--- src/rtl/id_stage_pipe_pkg.sv ---
// id_pkg: shared constants for the instruction-decode stage.
//   - opcode constants (op field, instr[31:28])
//   - bit positions inside the 8-bit ctrl bundle
//   - bit positions of the instruction fields
package id_pkg;

  // Opcodes. 0xxx is the ALU group, and 01xx is its immediate form.
  localparam logic [3:0] OP_LW  = 4'b1000;
  localparam logic [3:0] OP_SW  = 4'b1001;
  localparam logic [3:0] OP_BR  = 4'b1010;
  localparam logic [3:0] OP_RSV = 4'b1011;
  localparam logic [3:0] OP_JR  = 4'b1110;

  // ctrl = {jump, branch, mem_to_reg, mem_write, reg_write, alu_src, mbs, negar}
  localparam int C_JUMP       = 7;
  localparam int C_BRANCH     = 6;
  localparam int C_MEM_TO_REG = 5;
  localparam int C_MEM_WRITE  = 4;
  localparam int C_REG_WRITE  = 3;
  localparam int C_ALU_SRC    = 2;
  localparam int C_MBS        = 1;
  localparam int C_NEGAR      = 0;

  // Instruction field positions.
  localparam int F_OP_HI = 31;
  localparam int F_OP_LO = 28;
  localparam int F_RD_HI = 27;
  localparam int F_RD_LO = 24;
  localparam int F_RS_HI = 23;
  localparam int F_RS_LO = 20;
  localparam int F_FN_HI = 19;
  localparam int F_FN_LO = 17;
  localparam int F_RT_HI = 16;
  localparam int F_RT_LO = 13;

  // Top bit of each immediate form: short (17 bits), jr (24 bits), jump (28 bits).
  localparam int IMM_S_HI  = 16;
  localparam int IMM_JR_HI = 23;
  localparam int IMM_J_HI  = 27;

endpackage

--- src/rtl/regfile_2r1w.sv ---
// regfile_2r1w: register file with two combinational read ports and one
// synchronous write port.
//   clk, rst (async, active-low; clears every register)
//   we, waddr, wdata     : write port
//   raddr_a/b, rdata_a/b : read ports
// Addresses >= NREGS read 0 and ignore writes. With R0_ZERO != 0, register 0
// is hard-wired to 0.
// Optional macro ID_BYPASS_EN: a read of the address being written in the same
// cycle returns wdata. Without it, reads return the value held before the write.
module regfile_2r1w #(
  parameter int XLEN    = 32,
  parameter int NREGS   = 16,
  parameter int R0_ZERO = 1
) (
  input  logic            clk,
  input  logic            rst,
  input  logic            we,
  input  logic [3:0]      waddr,
  input  logic [XLEN-1:0] wdata,
  input  logic [3:0]      raddr_a,
  input  logic [3:0]      raddr_b,
  output logic [XLEN-1:0] rdata_a,
  output logic [XLEN-1:0] rdata_b
);

  localparam logic [4:0] NREGS_L = 5'(NREGS);

  // The 4-bit address space always has 16 slots. Slots that are not real
  // registers are tied to zero, so reads need no range check.
  logic [XLEN-1:0] rf [16];
  logic            wr_ok;

  assign wr_ok = ({1'b0, waddr} < NREGS_L) && !((R0_ZERO != 0) && (waddr == 4'd0));

  for (genvar i = 0; i < 16; i++) begin : g_slot
    if ((i < NREGS) && !((R0_ZERO != 0) && (i == 0))) begin : g_reg
      logic [XLEN-1:0] reg_d;
      logic [XLEN-1:0] reg_q;

      always_comb begin
        reg_d = reg_q;
        if (we && wr_ok && (waddr == 4'(i))) reg_d = wdata;
      end

      always_ff @(posedge clk or negedge rst) begin
        if (!rst) reg_q <= '0;
        else      reg_q <= reg_d;
      end

      assign rf[i] = reg_q;
    end else begin : g_zero
      assign rf[i] = '0;
    end
  end

  always_comb begin
    rdata_a = rf[raddr_a];
    rdata_b = rf[raddr_b];
`ifdef ID_BYPASS_EN
    if (we && wr_ok && (waddr == raddr_a)) rdata_a = wdata;
    if (we && wr_ok && (waddr == raddr_b)) rdata_b = wdata;
`endif
  end

endmodule

--- src/rtl/id_stage_pipe.sv ---
// id_stage_pipe: pipelined instruction-decode stage with a one-cycle latency.
//   in_valid/in_ready, instr, pc_in : instruction from IF/ID
//   flush                           : kills the input and the ID/EX contents
//   wb_we, wb_addr, wb_data         : register-file writeback
//   out_valid/out_ready             : ID/EX register handshake toward EX
//   dato1, dato2, inm_ext, pc_out, rd_out, funct, ctrl : ID/EX fields
// Handshake: a transfer happens on a rising edge where valid && ready. The
// source holds its payload until that edge, and the ID/EX outputs stay stable
// while out_valid && !out_ready.
// Optional macro ID_BYPASS_EN (in regfile_2r1w): writeback-to-read bypass
// within the same cycle.
module id_stage_pipe
  import id_pkg::*;
#(
  parameter int XLEN    = 32,
  parameter int NREGS   = 16,
  parameter int R0_ZERO = 1
) (
  input  logic            clk,
  input  logic            rst,
  input  logic            in_valid,
  output logic            in_ready,
  input  logic [31:0]     instr,
  input  logic [XLEN-1:0] pc_in,
  input  logic            flush,
  input  logic            wb_we,
  input  logic [3:0]      wb_addr,
  input  logic [XLEN-1:0] wb_data,
  output logic            out_valid,
  input  logic            out_ready,
  output logic [XLEN-1:0] dato1,
  output logic [XLEN-1:0] dato2,
  output logic [XLEN-1:0] inm_ext,
  output logic [XLEN-1:0] pc_out,
  output logic [3:0]      rd_out,
  output logic [2:0]      funct,
  output logic [7:0]      ctrl
);

  logic [3:0] op, f_rd, f_rs, f_rt;
  logic [2:0] f_fn;

  assign op   = instr[F_OP_HI:F_OP_LO];
  assign f_rd = instr[F_RD_HI:F_RD_LO];
  assign f_rs = instr[F_RS_HI:F_RS_LO];
  assign f_fn = instr[F_FN_HI:F_FN_LO];
  assign f_rt = instr[F_RT_HI:F_RT_LO];

  logic [3:0]      ra, rb;
  logic            use_a, use_b;
  logic [7:0]      ctrl_dec;
  logic [XLEN-1:0] imm_dec;
  logic [XLEN-1:0] rdata_a, rdata_b;

  regfile_2r1w #(.XLEN(XLEN), .NREGS(NREGS), .R0_ZERO(R0_ZERO)) u_rf (
    .clk     (clk),
    .rst     (rst),
    .we      (wb_we),
    .waddr   (wb_addr),
    .wdata   (wb_data),
    .raddr_a (ra),
    .raddr_b (rb),
    .rdata_a (rdata_a),
    .rdata_b (rdata_b)
  );

  // Decoder and immediate extender. use_a/use_b mark which read ports carry a
  // real source operand; only those take part in the load-use check.
  always_comb begin
    ctrl_dec = '0;
    ra       = f_rs;
    rb       = f_rt;
    use_a    = 1'b0;
    use_b    = 1'b0;
    imm_dec  = XLEN'($signed(instr[IMM_S_HI:0]));
    if (!op[3]) begin
      ctrl_dec[C_REG_WRITE] = 1'b1;
      ctrl_dec[C_NEGAR]     = op[0];
      ctrl_dec[C_MBS]       = op[1];
      use_a                 = 1'b1;
      // 01xx swaps the rt operand for the immediate.
      if (op[2]) ctrl_dec[C_ALU_SRC] = 1'b1;
      else       use_b               = 1'b1;
    end else begin
      case (op)
        OP_LW: begin
          ctrl_dec[C_REG_WRITE]  = 1'b1;
          ctrl_dec[C_MEM_TO_REG] = 1'b1;
          ctrl_dec[C_ALU_SRC]    = 1'b1;
          use_a                  = 1'b1;
        end
        OP_SW: begin
          ctrl_dec[C_MEM_WRITE] = 1'b1;
          ctrl_dec[C_ALU_SRC]   = 1'b1;
          rb                    = f_rd;
          use_a                 = 1'b1;
          use_b                 = 1'b1;
        end
        OP_BR: begin
          ctrl_dec[C_BRANCH] = 1'b1;
          ra                 = f_rd;
          rb                 = f_rs;
          use_a              = 1'b1;
          use_b              = 1'b1;
        end
        OP_RSV: begin
          // Reserved: flows through as a NOP.
        end
        default: begin
          ctrl_dec[C_JUMP]   = 1'b1;
          ctrl_dec[C_BRANCH] = 1'b1;
          if (op == OP_JR) begin
            ra      = f_rd;
            use_a   = 1'b1;
            imm_dec = XLEN'($signed(instr[IMM_JR_HI:0]));
          end else begin
            imm_dec = XLEN'($signed(instr[IMM_J_HI:0]));
          end
        end
      endcase
    end
  end

  // ID/EX register.
  logic            valid_d, valid_q;
  logic [XLEN-1:0] dato1_d, dato1_q, dato2_d, dato2_q;
  logic [XLEN-1:0] imm_d, imm_q, pc_d, pc_q;
  logic [3:0]      rd_d, rd_q;
  logic [2:0]      fn_d, fn_q;
  logic [7:0]      ctrl_d, ctrl_q;
  logic            stall, load;

  // Load-use interlock: the load in ID/EX has not produced its data yet.
  assign stall = valid_q && ctrl_q[C_MEM_TO_REG]
               && ((use_a && (ra == rd_q)) || (use_b && (rb == rd_q)))
               && !((R0_ZERO != 0) && (rd_q == 4'd0));

  // A flush takes and drops the input, so in_ready stays high during it.
  assign in_ready = flush || (!stall && (!valid_q || out_ready));
  assign load     = in_valid && in_ready && !flush;

  always_comb begin
    valid_d = valid_q;
    dato1_d = dato1_q;
    dato2_d = dato2_q;
    imm_d   = imm_q;
    pc_d    = pc_q;
    rd_d    = rd_q;
    fn_d    = fn_q;
    ctrl_d  = ctrl_q;
    if (flush) begin
      valid_d = 1'b0;
    end else if (load) begin
      valid_d = 1'b1;
      dato1_d = rdata_a;
      dato2_d = rdata_b;
      imm_d   = imm_dec;
      pc_d    = pc_in;
      rd_d    = f_rd;
      fn_d    = f_fn;
      ctrl_d  = ctrl_dec;
    end else if (out_ready) begin
      valid_d = 1'b0;
    end
  end

  always_ff @(posedge clk or negedge rst) begin
    if (!rst) begin
      valid_q <= 1'b0;
      dato1_q <= '0;
      dato2_q <= '0;
      imm_q   <= '0;
      pc_q    <= '0;
      rd_q    <= '0;
      fn_q    <= '0;
      ctrl_q  <= '0;
    end else begin
      valid_q <= valid_d;
      dato1_q <= dato1_d;
      dato2_q <= dato2_d;
      imm_q   <= imm_d;
      pc_q    <= pc_d;
      rd_q    <= rd_d;
      fn_q    <= fn_d;
      ctrl_q  <= ctrl_d;
    end
  end

  assign out_valid = valid_q;
  assign dato1     = dato1_q;
  assign dato2     = dato2_q;
  assign inm_ext   = imm_q;
  assign pc_out    = pc_q;
  assign rd_out    = rd_q;
  assign funct     = fn_q;
  assign ctrl      = ctrl_q;

endmodule

--- config.mk ---
export PLATFORM = sky130hd
export DESIGN_NAME = id_stage_pipe
export DESIGN_NICKNAME = d
export VERILOG_FILES = /design/src/rtl/id_stage_pipe_pkg.sv /design/src/rtl/regfile_2r1w.sv /design/src/rtl/id_stage_pipe.sv
export SDC_FILE = /design/constraint.sdc
export NUM_CORES = 1
export LEC_CHECK = 0
export CORE_MARGIN = 2
export CORE_UTILIZATION = 35
export CTS_CLUSTER_DIAMETER = 80
export DETAILED_ROUTE_END_ITERATION = 16
export PLACE_DENSITY = 0.5
export SETUP_SLACK_MARGIN = 0.5
export SLEW_MARGIN = 5
export SYNTH_ARGS = -nofsm -noshare
export SYNTH_HDL_FRONTEND = slang
export SYNTH_HIERARCHICAL = 1
export SYNTH_SLANG_ARGS = --single-unit
--- constraint.sdc ---
create_clock -name clk -period 2.79 [get_ports clk]
set_input_delay 0.4185 -clock clk [delete_from_list [all_inputs] [get_ports clk]]
set_output_delay 0.4185 -clock clk [all_outputs]
set_load 0.02 [all_outputs]
**Word-level counts from Yosys, hierarchy flattened**

Cells that the tools add are included.

- Output and inout port bits: 145
- Logic and storage cells: 123
- Bits of input ports: 106
- Register bits: 624

- Mux-type cells: 32
- Reductions and logical operators: 41
- Equal/unequal tests: 22
- Bitwise operators: 3
- Magnitude comparators: 2

Operators by type and width:

| operator | number |
|---|---|
| $bmux 32 s4 | 2 |
| $mux 32 | 7 |
| $eq 4x4->1 const B | 13 |
| $logic_and 1x1->1 | 24 |
| $eq 4x3->1 const B | 4 |
| $mux 4 | 4 |
| $pmux 4 s2 | 2 |
| $mux 1 | 14 |
| $ge 5x5->1 const B | 2 |
| $not 4->5 | 2 |
| $eq 4x2->1 const B | 2 |
| $eq 4x4->1 | 2 |
| $logic_not 4->1 | 2 |
| $reduce_or 3->1 | 2 |
| $logic_not 1->1 | 5 |
| $eq 4x1->1 const B | 1 |
| $mux 2 | 2 |
| $reduce_or 2->1 | 2 |
| $reduce_or 4->1 | 1 |
| $logic_or 1x1->1 | 3 |
| $reduce_bool 3->1 | 1 |
| $pmux 1 s2 | 1 |
| $reduce_and 2->1 | 1 |
| $not 1->1 | 1 |

**Longest topological paths before layout**

- Depth in word-level cells: 16
- Mapped depth: 15

**Hierarchy**

Netlist, hierarchy kept.

By module, submodules not included:

| module | cells an instance | instances | area each (µm²) | seq. area each (µm²) |
|---|---|---|---|---|
| regfile_2r1w | 1713 | 1 | 25609.6 | 12011.5 |
| id_stage_pipe | 444 | 1 | 6571.3 | 3503.4 |

**Worst setup path before layout**

OpenSTA, ideal clock, no wires.

- Path type: input-to-reg
- From: input port instr[28]
- To: register dato2_q[18] (netlist: dato2[18])
- Data arrival time: 2.925 ns
- Setup time: 0.125 ns
- Cell stages on the path: 13
- Path slack: -0.260 ns
- Path through: buf_4 > buf_2 > buf_1 > o21ai_0 > o21ai_0 > o22ai_1 > a21oi_1 > buf_4 > buf_2 > mux4_2 > o21ai_1 > o21ai_1 > mux2_2

RTL lines:

| what | line | text |
|---|---|---|
| start: declaration | id_stage_pipe.sv:23 | `input logic [31:0] instr,` |
| $eq 4x4->1 | id_stage_pipe.sv:85 | `case (op)` |
| $pmux 4 s2 * | id_stage_pipe.sv:85 |  |
| $mux 4 * | id_stage_pipe.sv:76 | `if (!op[3]) begin` |
| net rb[0] | id_stage_pipe.sv:49 | `logic [3:0] ra, rb;` |
| $not 4->5 (implied by the code) * | regfile_2r1w.sv:58 | `rdata_b = rf[raddr_b];` |
| $bmux 32 s4 * | regfile_2r1w.sv:58 |  |
| $mux 32 (implied by the code) * (2 in series) | regfile_2r1w.sv:58 |  |
| net rdata_b[18] | id_stage_pipe.sv:53 | `logic [XLEN-1:0] rdata_a, rdata_b;` |
| end signal: assignment | id_stage_pipe.sv:180 | `dato2_q <= dato2_d;` |
| end: declaration | id_stage_pipe.sv:126 | `logic [XLEN-1:0] dato1_d, dato1_q, dato2_d, dato2_q;` |

The timed path passes the listed nets; every way through them passes the cells marked *. The select of a mux whose other input is x is not followed.
A chain may end at the register's enable or synchronous reset.

**Final worst setup path**

- From: register rd_q[3] (netlist: rd_out[3])
- To: output port in_ready

- Cells in the longest elaborated chain, start to end: 8

RTL lines:

| what | line | text |
|---|---|---|
| start: declaration | id_stage_pipe.sv:128 | `logic [3:0] rd_d, rd_q;` |
| start signal: assignment | id_stage_pipe.sv:183 | `rd_q <= rd_d;` |
| $eq 4x4->1 | id_stage_pipe.sv:135 | `&& ((use_a && (ra == rd_q)) \|\| (use_b && (rb == rd_q)))` |
| $logic_and 1x1->1 | id_stage_pipe.sv:135 |  |
| $logic_or 1x1->1 | id_stage_pipe.sv:135 |  |
| $logic_and 1x1->1 | id_stage_pipe.sv:135 |  |
| $logic_and 1x1->1 * | id_stage_pipe.sv:136 | `&& !((R0_ZERO != 0) && (rd_q == 4'd0));` |
| $logic_not 1->1 * | id_stage_pipe.sv:139 | `assign in_ready = flush \|\| (!stall && (!valid_q \|\| out_ready));` |
| $logic_and 1x1->1 * | id_stage_pipe.sv:139 |  |
| $logic_or 1x1->1 * | id_stage_pipe.sv:139 |  |
| end: declaration | id_stage_pipe.sv:22 | `output logic in_ready,` |

Mark *: on every way between the ends. The rest lies on a longest branch, timed or not.

==> flow_metrics.env <==
export IMPL_outcome="finished, final reports clean"
export IMPL_avgSynthCellArea_sq_um=14.9
export IMPL_r2r_cells=11
export IMPL_final_cell_mix="617 x dfrtp_1, 276 x mux2_1, 258 x mux2_2"
export IMPL_worstSetupPathType="register to primary output"
export IMPL_drtIter0Drc=1361
export IMPL_fmax_mhz=362
export IMPL_powerDensity_mw_per_mm2=767
export IMPL_reg2reg_to="dato2[15]"
export IMPL_post_route_min_period_ns=2.76
export IMPL_leakage_uw=0.0178
export IMPL_worst_pin_slew_ns=0.924
export IMPL_yosys_warnings=6
export IMPL_syn2layout_area_growth_pct=29.9
export IMPL_crit_required_ns=2.37
export IMPL_ys_ff_latch=620
export IMPL_syn_nets=2263
export IMPL_cp_max_fo=3
export IMPL_fin_setup_tns_ns=0
export IMPL_rsz0062_at_grt="true"
export IMPL_viasPerCell=5.53
export IMPL_timing_hold_violations_final=0
export IMPL_clkTransAtPathRegs_ns=0.06
export IMPL_reg2reg_slack_ns=0.09
export IMPL_drcViolationCount=0
export IMPL_io_buffers=250
export IMPL_place_area_sq_mm=0.0381
export IMPL_dr_total_vias=21100
export IMPL_routabilityCongestion=0.833
export IMPL_wire_per_inst_microns=27.0
export IMPL_core_area_sq_mm=0.0914
export IMPL_fillers=8000
export IMPL_end_kind="primary output"
export IMPL_clock_latency_ns=0.62
export IMPL_grt_use_total_pct=21.9
export IMPL_clkSinkCount=620
export IMPL_cp_start_kind="register"
export IMPL_peakVddDrop_mv=0.395
export IMPL_critPathLaunch="rd_out[3]"
export IMPL_combPwrFrac_pct=29.0
export IMPL_boundaryPins=251
export IMPL_hold_class="input port to register"
export IMPL_tritoncts="done"
export IMPL_die_x_microns=307
export IMPL_first_global_vias=22900
export IMPL_fin_util_pct=45.8
export IMPL_grt_max_degree=68
export IMPL_grt_pass1_wl_mm=154
export IMPL_finalCritPeriodShare_pct=98.9
export IMPL_crit_path_end="in_ready"
export IMPL_seqPwrFrac_pct=40.1
export IMPL_rr_startpoint="rd_out[3]"
export IMPL_setup_viol=0
export IMPL_intPower_uw=22700
export IMPL_slowest_stage="or4_4"
export IMPL_clkPwrFrac_pct=30.9
export IMPL_synthFlopType="dfrtp_1"
export IMPL_die_y_microns=307
export IMPL_synth_cells=2157
export IMPL_wirelength_mm=103
export IMPL_slew_headroom_pct=38.4
export IMPL_clockBufferDepth=3
export IMPL_critical_path_top_delay_family="compound AO/OA/AOI/OAI gates"
export IMPL_cp_num_cells=6
export IMPL_place_hpwl_mm=61.5
export IMPL_yosysUniqueCellTypes=58
export IMPL_synth_area_sq_mm=0.0322
export IMPL_power_uw=32100
export IMPL_max_cap_violations=0
export IMPL_crit_chain="inv_2 -> or4_4 -> a2111oi_4 -> o21ai_1 -> o21a_2 -> buf_6"
export IMPL_crit_arrival_ns=2.34
export IMPL_firstDrtPassIters=4
export IMPL_crit_buf_inv=2
export IMPL_power_switching_uw=9350
export IMPL_setup_ws_ns=0.0306
export IMPL_cpPeakStageDelay_ns=0.54
export IMPL_cts_buffers=73
export IMPL_slew_viol_final=0
export IMPL_fin_worst_skew_ns=0.0248
export IMPL_initial_core_util_pct=35.2
export IMPL_ant_nets=0
export IMPL_drive_gt1_share_pct=40.0
export IMPL_final_common_cell="dfrtp_1"
export IMPL_htreeDepth=3
export IMPL_die_area_sq_mm=0.0944
export IMPL_p_sw_share_pct=29.1
export IMPL_num_rows=111
export IMPL_antenna_found_initial=2
export IMPL_pre_cts_ws_ns=-0.829
export IMPL_clockRootBuffer="clkbuf_16"
export IMPL_yosysSeqAreaShare_pct=48.2
export IMPL_synth_edff_count=0
export IMPL_fin_nets=2684
export IMPL_design_area_sq_mm=0.0418
export IMPL_async_flop_share_pct=100
export IMPL_overflow=0
power groups by stage:
stage	clock (uW)	sequential [uW]	combinational [uW]
after detailed placement	0	13000	8960
after CTS	10200	12900	9370
after global routing	10500	13200	9910
after global placement	0	12900	8820
final	9900	12900	9310
after floorplan	0	13100	5110
worst register-to-register path, delay by kind of cell, from the launching register on:
family	cells	cell delay (ns)
simple gates	1	0.54
mux	1	0.29
compound gates	2	0.46
buf+inv	7	0.94
flops	1	0.35
worst min path at each step:
stage / startpoint / to / slack [ns] / depth (start not counted)
after global placement: rst / u_rf/g_slot[3].g_reg.reg_q[12] / 0.46 / 1
after global routing: instr[16] / inm_ext[16] / 0.22 / 3
final: instr[27] / rd_out[3] / 0.22 / 3
after floorplan: rst / ctrl[0] / 0.12 / 0
after CTS: instr[31] / ctrl[3] / 0.31 / 4
after detailed placement: rst / u_rf/g_slot[1].g_reg.reg_q[15] / 0.47 / 1
synthesized netlist by cell type, types with 29 or more instances:
cell type / n / area share [%]
dfrtp_1: 620 / 48
mux2_2: 289 / 10
mux2_1: 285 / 10
mux4_2: 171 / 12
mux2i_1: 114 / 3.5
mux2_4: 103 / 4.8
clkbuf_1: 82 / 0.96
buf_2: 77 / 1.2
a221oi_1: 61 / 1.7
a22o_1: 41 / 1.1
a21oi_1: 31 / 0.48
buf_4: 29 / 0.68
stage by stage:
stage	hold WS (ns)	instances
2_1_floorplan	0.123	2157
3_3_place_gp	0.464	3632
3_5_place_dp	0.466	3632
4_1_cts	0.312	3814
5_1_grt	0.224	3819
6_report	0.220	3820
layer usage:
| metal | vias to the layer above | part of all wire, % | track usage, % |
|---|---|---|---|
| met1 | 11300 | 46 | 30.9 |
| met3 | 127 | 5.1 | 3.17 |
| met4 | 4 | 1.9 | 5.49 |
| met5 | - | 0.026 | 0 |
| met2 | 611 | 47 | 35.6 |
| li1 | 9092 | - | - |
kinds of logic after synthesis:
family | count (synthesis) | synth area share, %
muxes | 962 | 40.4
DFF | 620 | 48.2
buffers and inverters | 227 | 3.74
AOI/OAI and AO/OA | 225 | 5.45
and+or+nand+nor | 113 | 1.92
xor gates and xnor gates | 10 | 0.272
sequential cells by signal, indices dropped and copies added, names as in the netlist:
register and count:
dato2 32, funct 3, u_rf/g_slot.g_reg.reg_q 480, rd_out 4
pc_out 32, ctrl 8, out_valid 1, inm_ext 28
dato1 32
timing repair:
item,CTS,global route
buffers inserted,34,5
hold buffers,1,0
pin swaps,14,6
gates cloned,17,0
gates resized for setup,135,8
endpoints found under the setup margin,144,140
endpoints found under the hold margin,49,0
final cells by class:
cell class / instances / area [sq um] / share of cell area [%]
Multi-Input combinational cell: 1310 / 16000 / 38.1
Antenna cell: 1 / 2.50 / 0.00598
Tap cell: 1186 / 1480 / 3.55
Timing Repair Buffer: 557 / 6340 / 15.2
Sequential cell: 620 / 15500 / 37.1
Inverter: 16 / 60.1 / 0.144
Clock buffer: 110 / 2140 / 5.11
Clock inverter: 20 / 323 / 0.772
(Power assumes the default switching activity.)
